### config.mk
export PLATFORM = sky130hd
export DESIGN_NAME = pcie_tx_cmd_arbiter_flat
export DESIGN_NICKNAME = d
export VERILOG_FILES = /design/src/rtl/pcie_tx_cmd_arbiter_if.sv /design/src/rtl/pcie_tx_cmd_arbiter.sv /design/src/flat_wrapper.sv
export SDC_FILE = /design/constraint.sdc
export NUM_CORES = 1
export LEC_CHECK = 0
export BUFFER_PORTS_ARGS = -buffer_cell sky130_fd_sc_hd__buf_2
export CAP_MARGIN = 20
export CORE_AREA = 2 2 166 168
export DETAILED_ROUTE_END_ITERATION = 10
export DIE_AREA = 0 0 168 170
export PLACE_DENSITY = 0.55
export SYNTH_ARGS = -nofsm -noshare
export SYNTH_HDL_FRONTEND = slang
export SYNTH_SLANG_ARGS = --single-unit
export TNS_END_PERCENT = 100
### constraint.sdc
create_clock -name clk -period 4.33 [get_ports clk]
set_clock_uncertainty 0.1 [all_clocks]
set_input_delay 0.6495 -clock clk [delete_from_list [all_inputs] [get_ports clk]]
set_output_delay 0.6495 -clock clk [all_outputs]
set_load 0.01 [all_outputs]
### src/rtl/pcie_tx_cmd_arbiter_if.sv
// Requester/FIFO-side bundle of the PCIe TX command arbiter.
// slave = arbiter view, master = requesters plus FIFO status (testbench view).
interface pcie_tx_cmd_arbiter_if #(
    parameter int P_NUM_REQ    = 4,
    parameter int P_DATA_WIDTH = 46
);
    // req_valid[i] is held with its req_data until the single-cycle req_ack[i]; dropping it before grant withdraws.
    logic [P_NUM_REQ-1:0]                req_valid;
    logic [P_NUM_REQ*2*P_DATA_WIDTH-1:0] req_data;
    logic [P_NUM_REQ-1:0]                req_ack;
    logic                                fifo_wr_en;
    logic [P_DATA_WIDTH-1:0]             fifo_wr_data;
    logic                                fifo_full_n;
    logic                                busy;
    logic [1:0]                          state_dbg;

    modport master (
        output req_valid, req_data, fifo_full_n,
        input  req_ack, fifo_wr_en, fifo_wr_data, busy, state_dbg
    );

    modport slave (
        input  req_valid, req_data, fifo_full_n,
        output req_ack, fifo_wr_en, fifo_wr_data, busy, state_dbg
    );
endinterface

### src/rtl/pcie_tx_cmd_arbiter.sv
// Round-robin arbiter writing two-entry commands atomically into the PCIe TX command FIFO.
// Optional PCIE_TX_CMD_ARB_PRIO_EN gives requester 0 strict priority over the rotating rest.
module pcie_tx_cmd_arbiter #(
    parameter int P_NUM_REQ    = 4,
    parameter int P_DATA_WIDTH = 46
) (
    input  logic                   clk,
    input  logic                   rst,
    pcie_tx_cmd_arbiter_if.slave   bus
);
    localparam int IDX_W = $clog2(P_NUM_REQ);
    localparam int CMD_W = 2 * P_DATA_WIDTH;

    typedef enum logic [1:0] {
        IDLE  = 2'd0,
        WR_LO = 2'd1,
        WR_HI = 2'd2
    } state_e;

    state_e           state_q, state_d;
    logic [IDX_W-1:0] rr_ptr_q, rr_ptr_d;
    logic [IDX_W-1:0] grant_q, grant_d;
    logic [CMD_W-1:0] cmd_q, cmd_d;

    logic             found;
    logic [IDX_W-1:0] pick;
    logic [IDX_W:0]   cand;

    // Search upward from rr_ptr; the extra bit of cand holds the unwrapped sum before the modulo.
    always_comb begin
        found = 1'b0;
        pick  = '0;
        cand  = '0;
`ifdef PCIE_TX_CMD_ARB_PRIO_EN
        if (bus.req_valid[0]) begin
            found = 1'b1;
        end
`endif
        for (int k = 0; k < P_NUM_REQ; k++) begin
            cand = {1'b0, rr_ptr_q} + (IDX_W+1)'(k);
            if (cand > (IDX_W+1)'(P_NUM_REQ - 1)) begin
                cand = cand - (IDX_W+1)'(P_NUM_REQ);
            end
`ifdef PCIE_TX_CMD_ARB_PRIO_EN
            if (!found && (cand != '0) && bus.req_valid[cand[IDX_W-1:0]]) begin
`else
            if (!found && bus.req_valid[cand[IDX_W-1:0]]) begin
`endif
                found = 1'b1;
                pick  = cand[IDX_W-1:0];
            end
        end
    end

    always_comb begin
        state_d  = state_q;
        rr_ptr_d = rr_ptr_q;
        grant_d  = grant_q;
        cmd_d    = cmd_q;
        case (state_q)
            IDLE: begin
                if (bus.fifo_full_n && found) begin
                    grant_d = pick;
                    cmd_d   = bus.req_data[int'(pick)*CMD_W +: CMD_W];
                    state_d = WR_LO;
                end
            end
            WR_LO: state_d = WR_HI;
            WR_HI: begin
                state_d = IDLE;
`ifdef PCIE_TX_CMD_ARB_PRIO_EN
                // A priority grant leaves the rotation of requesters 1..N-1 where it was.
                if (grant_q != '0) begin
                    rr_ptr_d = (grant_q == IDX_W'(P_NUM_REQ - 1)) ? '0 : grant_q + 1'b1;
                end
`else
                rr_ptr_d = (grant_q == IDX_W'(P_NUM_REQ - 1)) ? '0 : grant_q + 1'b1;
`endif
            end
            default: state_d = IDLE;
        endcase
    end

    always_ff @(posedge clk) begin
        if (rst) begin
            state_q  <= IDLE;
            rr_ptr_q <= '0;
            grant_q  <= '0;
            cmd_q    <= '0;
        end else begin
            state_q  <= state_d;
            rr_ptr_q <= rr_ptr_d;
            grant_q  <= grant_d;
            cmd_q    <= cmd_d;
        end
    end

    // Outputs decode registered state only, so requester inputs never reach the FIFO port combinationally.
    always_comb begin
        bus.fifo_wr_en   = 1'b0;
        bus.fifo_wr_data = '0;
        bus.req_ack      = '0;
        case (state_q)
            WR_LO: begin
                bus.fifo_wr_en   = 1'b1;
                bus.fifo_wr_data = cmd_q[P_DATA_WIDTH-1:0];
            end
            WR_HI: begin
                bus.fifo_wr_en   = 1'b1;
                bus.fifo_wr_data = cmd_q[CMD_W-1:P_DATA_WIDTH];
                bus.req_ack      = P_NUM_REQ'(1) << grant_q;
            end
            default: ;
        endcase
    end

    assign bus.busy      = (state_q != IDLE);
    assign bus.state_dbg = state_q;
endmodule

### src/flat_wrapper.sv
// flat-port wrapper written by rule: the top's interface ports become plain ports
module pcie_tx_cmd_arbiter_flat 
#(
    parameter int P_NUM_REQ    = 4,
    parameter int P_DATA_WIDTH = 46
)
  (clk, rst, bus_req_valid, bus_req_data, bus_fifo_full_n, bus_req_ack, bus_fifo_wr_en, bus_fifo_wr_data, bus_busy, bus_state_dbg);
  pcie_tx_cmd_arbiter_if #(.P_NUM_REQ(P_NUM_REQ), .P_DATA_WIDTH(P_DATA_WIDTH)) bus_i ();
  input  logic clk;
  input  logic rst;
  input wire logic [$bits(bus_i.req_valid)-1:0] bus_req_valid;
  input wire logic [$bits(bus_i.req_data)-1:0] bus_req_data;
  input wire logic [$bits(bus_i.fifo_full_n)-1:0] bus_fifo_full_n;
  output wire logic [$bits(bus_i.req_ack)-1:0] bus_req_ack;
  output wire logic [$bits(bus_i.fifo_wr_en)-1:0] bus_fifo_wr_en;
  output wire logic [$bits(bus_i.fifo_wr_data)-1:0] bus_fifo_wr_data;
  output wire logic [$bits(bus_i.busy)-1:0] bus_busy;
  output wire logic [$bits(bus_i.state_dbg)-1:0] bus_state_dbg;
  assign bus_i.req_valid = bus_req_valid;
  assign bus_i.req_data = bus_req_data;
  assign bus_i.fifo_full_n = bus_fifo_full_n;
  assign bus_req_ack = bus_i.req_ack;
  assign bus_fifo_wr_en = bus_i.fifo_wr_en;
  assign bus_fifo_wr_data = bus_i.fifo_wr_data;
  assign bus_busy = bus_i.busy;
  assign bus_state_dbg = bus_i.state_dbg;
  pcie_tx_cmd_arbiter #(.P_NUM_REQ(P_NUM_REQ), .P_DATA_WIDTH(P_DATA_WIDTH)) u_core (.clk(clk), .rst(rst), .bus(bus_i));
endmodule
Word-level counts from Yosys, hierarchy flattened
Index checks and enable logic that the tools add are counted.
W data, S select, Z words.
{"block": "op_classes", "add_sub_neg": 8, "mul": 1, "n_div": 0, "n_lt_le_gt_ge": 8, "n_eq_ne": 4, "shift": 2, "n_mux": 26, "bitwise": 0, "n_reduce_logical": 11}
{"op": "$shiftx A368 B32 Y92", "n": 1}
{"op": "$pmux W46 S2", "n": 1}
{"op": "$mux W2", "n": 10}
{"op": "$lt A2 B3 Y1 const B", "n": 4}
{"op": "$gt A3 B2 Y1 const B", "n": 3}
{"op": "$mux W1", "n": 9}
{"op": "$bmux W1 S2", "n": 4}
{"op": "$sub A2 B1 Y2 const B", "n": 4}
{"op": "$mul A2 B5 Y7 const B", "n": 1}
{"op": "$add A2 B2 Y3 const B", "n": 2}
{"op": "$eq A2 B2 Y1 const B", "n": 2}
{"op": "$logic_and A1 B1 Y1", "n": 4}
{"op": "$mux W4", "n": 1}
{"op": "$pmux W2 S2", "n": 1}
{"op": "$shl A1 B2 Y4 const A", "n": 1}
{"op": "$add A2 B1 Y3 const B", "n": 1}
{"op": "$logic_not A1 Y1", "n": 3}
{"op": "$add A2 B1 Y2 const B", "n": 1}
{"op": "$eq A2 B1 Y1 const B", "n": 1}
{"op": "$gt A2 B2 Y1 const B", "n": 1}
{"op": "$logic_not A2 Y1", "n": 1}
{"op": "$ne A2 B1 Y1 const B", "n": 1}
{"op": "$reduce_and A2 Y1", "n": 1}
{"op": "$reduce_bool A2 Y1", "n": 1}
{"op": "$reduce_or A2 Y1", "n": 1}
{"block": "totals", "reg_bits": 98, "latch_bits": 0, "ramBits": 0, "romBits": 0, "out_inout_bits": 54, "word_cells": 64, "memories": 0}

Logic depth before layout (Yosys ltp)
{"block": "logic_depth", "word_depth": 17, "ltp_mapped": 8, "ltp_nobuf": 6}

Worst setup path after synthesis
OpenSTA, ideal clock, no wires.
{"block": "synth_timing", "kind": "register to output", "start": "reg u_core.state_q[0], in the netlist u_core.bus.state_dbg[0]", "end": "out bus_fifo_wr_data[10]", "arrival_ns": 1.526, "t_required_ns": 3.580, "path_slack_ns": 2.054, "stages_incl_launch_ff": 6, "path_buffers": 2, "cell_sequence": "dfxtp_1 inv_1 ha_1 clkbuf_1 clkbuf_1 nor2b_1"}
{"block": "synth_between", "elab_chain_len": 2, "elab_cells_between_ends": 3, "cone_classes": "2 x eq/ne; 1 x mux"}
{"element": "start: declaration", "line": "pcie_tx_cmd_arbiter.sv:20", "text": "state_e state_q, state_d;"}
{"element": "start signal: assignment", "line": "pcie_tx_cmd_arbiter.sv:91", "text": "state_q <= state_d;"}
{"element": "$eq A2 B2 Y1 or $eq A2 B1 Y1 (tied branches)", "line": "pcie_tx_cmd_arbiter.sv:103", "text": "case (state_q)"}
{"element": "$pmux W46 S2 *", "line": "pcie_tx_cmd_arbiter.sv:103"}
{"element": "end: declaration", "line": "flat_wrapper.sv:16", "text": "output wire logic [$bits(bus_i.fifo_wr_data)-1:0] bus_fifo_wr_data;"}
Every way passes the cells marked *; elsewhere a longest branch is shown, timed or not.

Worst setup path in the final report
{"block": "layout_timing", "start": "reg u_core.state_q[1], in the netlist u_core.bus.state_dbg[1]", "end": "out bus_fifo_wr_data[41]"}
Same word-level chain as after synthesis.

==> run summary <==
Int Pwr = 1.88 mW
Synth Flop Type = dfxtp_1
Number of I/O pins = 429
Setup crit start kind = flop
Max cap viols = 0
Starting Density = 26.5%
Cell Pwr Density = 296 mW/mm²
Die Wd = 168 µm
# diodes = 0
Flops & latches, synth = 98
Clk pwr share = 27.8%
WL/cell = 17.0 µm
EDFF count, synth = 0
Vias per cell = 4.70
Area grow syn2layout = 35.3%
Initial antenna violation count = 0
Worst path max stage delay = 0.82 ns
Largest net degree at the start of global routing = 89
Via count = 6650
Final Hold Violating Endpoints = 0
Final setup TNS = 0 ns
Clk sinks = 98
Most common library cells after synthesis = mux2i_1, dfxtp_1, nand2_1
Layout cells sized above 1 = 51.2%
Total global-route track usage = 15.9%
Most common cell in the netlist = mux2i_1
Max-slew violations = 0
Unrepaired setup endpoints after global routing = false
Post-DP HPWL = 19000 µm
Worst Hold Class = flop to flop
First drt pass iteration count = 4
Clock Path Buffers = 2
Num rows = 60
CP cell instances = inv_1 -> ha_1 -> buf_4 -> nor2b_1 -> buf_2
Number of global-route vias before repair = 6454
Port bufs = 428
CP Capture Type = output pin
CP Max Fanout = 25
Top cell type's share of synthesized area = 27.8%
Fin crit period = 3.19 ns
Max frequency = 314 MHz
# hold bufs at CTS = 0
Clk root buf = clkbuf_16
Data required, critical path = 3.58 ns
Crit share post-route = 73.6%
Switching Share = 33.4%
Status = complete, no violations
Placed cells = 1398
Fin cells = 1414
Core Area = 0.0267 mm²
Worst Max-Slew Pin Slew = 0.791 ns
Number of library cell types mapped by synthesis = 31
CTS Buf Count = 9
Seq pwr share = 38.3%
Mapped Area = 0.00705 mm²
CTS tree = yes
Drt total wl = 24100 µm
Crit Path Category = flop to output pin
# DRC = 0
GP Congestion = 0.797
Final net count = 1452
Post-cts sizing count = 0
Post-detailed-route count of antenna-violating nets = 0
Syn Area/Cell = 10.4 µm²
Die height = 170 µm
Max-slew headroom = 47.3%
Initial drt markers = 323
CTS HTree Levels = 3
Comb pwr share = 33.9%
Ys async rst share = 0%
Setup violators final = 0
First-pass GRT wire length = 35700 µm
Largest cells by area after synthesis = dfxtp_1, mux2i_1, o221ai_2
Synth area leader = dfxtp_1
Syn_nets = 1063
Final core utilization = 35.8%
Switch Pwr = 942 µW
Ys Warns = 0
Slowest-stage cell, CP = ha_1
Cells after Synth = 679
LEAKAGE = 4.22 nW
GRT overflow = 0
Clk slew on worst S/H paths = 0.08 ns
Worst vdd ir = 181 µV
Setup Fix Bufs, Post-CTS = 0
Power Total = 2.82 mW
Seq/Total Area, Yosys = 27.8%
Die area = 0.0286 mm²
Data arrival, critical path = 2.44 ns
Clock latency on the worst-skew pair = 0.35 ns
## worst paths after layout
check	startpoint	endpoint	slack [ns]	depth (start not counted)
max	u_core.bus.state_dbg[1]	bus_fifo_wr_data[41]	1.14	5
min	u_core.cmd_q[21]	u_core.cmd_q[21]	0.37	2
max reg2reg	u_core.bus.state_dbg[1]	u_core.cmd_q[29]	1.92	7
min reg2reg	u_core.cmd_q[21]	u_core.cmd_q[21]	0.37	2
## state kept, by name (all words and copies together) (netlist names)
| signal | cells |
|---|---|
| u_core.cmd_q | 92 |
| u_core.grant_q | 2 |
| u_core.rr_ptr_q | 2 |
| u_core.bus.state_dbg | 2 |
## critical path: cells and delay by family, from the launching register on
| kind | cells | cell delay (ns) |
|---|---|---|
| DFF | 1 | 0.36 |
| and+or+nand+nor | 1 | 0.20 |
| adders and majority gates | 1 | 0.82 |
| buffers and inverters | 3 | 0.67 |
## cells by family after synthesis
logic type	after synthesis	share of synthesized area [%]
fa+ha+maj	9	1.60
simple gates	165	11.0
buf+inv	73	8.56
mux	186	26.4
compound gates	148	24.6
flops	98	27.8
## cell type report
class / instances / area [µm²]
multi-input combinational: 508 / 4510
fill: 2730 / 17100
sequential: 98 / 1960
inverter: 5 / 18.8
clock buffer: 12 / 246
timing repair buffer: 446 / 2340
clock inverter: 4 / 35.0
tap: 341 / 427
## placed cells by master (no fill, tap or decap)
| cell type | synthesis | routed |
|---|---|---|
| clkinv_4 | 0 | 2 |
| o32a_1 | 1 | 1 |
| o21bai_2 | 1 | 1 |
| dfxtp_1 | 98 | 98 |
| ha_2 | 0 | 2 |
| o211a_4 | 0 | 1 |
| inv_1 | 5 | 5 |
| nor2b_1 | 48 | 48 |
| nand2b_1 | 1 | 1 |
| inv_6 | 0 | 2 |
| clkbuf_8 | 0 | 1 |
| o221ai_2 | 81 | 81 |
| o41a_1 | 1 | 1 |
| buf_4 | 10 | 13 |
| buf_2 | 10 | 428 |
| nand2_1 | 96 | 95 |
| and2_4 | 1 | 1 |
| ha_1 | 9 | 7 |
| clkbuf_1 | 16 | 2 |
| a21boi_1 | 1 | 1 |
| and2_1 | 4 | 4 |
| o21ai_1 | 1 | 1 |
| o221ai_1 | 11 | 11 |
| clkbuf_16 | 0 | 9 |
| nor2_4 | 0 | 1 |
| mux2i_1 | 186 | 186 |
| nor2_1 | 11 | 11 |
| nand2b_4 | 1 | 1 |
| buf_12 | 4 | 5 |
| a21oi_1 | 4 | 4 |
| nand2_4 | 0 | 1 |
| and2b_1 | 2 | 2 |
| a22oi_1 | 46 | 46 |
## layer usage
layer	up-vias	part of all wire [%]	global-route usage [%]
met5	-	0	0
li1	3343	-	-
met4	0	0.90	3.59
met3	11	6.3	3.49
met2	237	50	27.9
met1	3059	42	19.9
## stage by stage
stage	hold WS (ns)	setup slack (ns)	cell area, µm²
2_1_floorplan	0.333	2.05	7050
3_3_place_gp	0.348	1.53	9260
3_5_place_dp	0.348	1.53	9260
4_1_cts	0.370	1.13	9540
5_1_grt	0.383	0.964	9540
6_report	0.368	1.14	9540
## power groups by stage
stage                     Sequential [mW]  Clock (mW)  Combinational, mW
final                                1.08       0.784              0.956
after global routing                 1.09       0.853               1.04
after CTS                            1.08       0.817              0.967
after detailed placement             1.10           0              0.966
after global placement               1.10           0              0.960
after floorplan                      1.08           0              0.669
(Power assumes the default switching activity.)
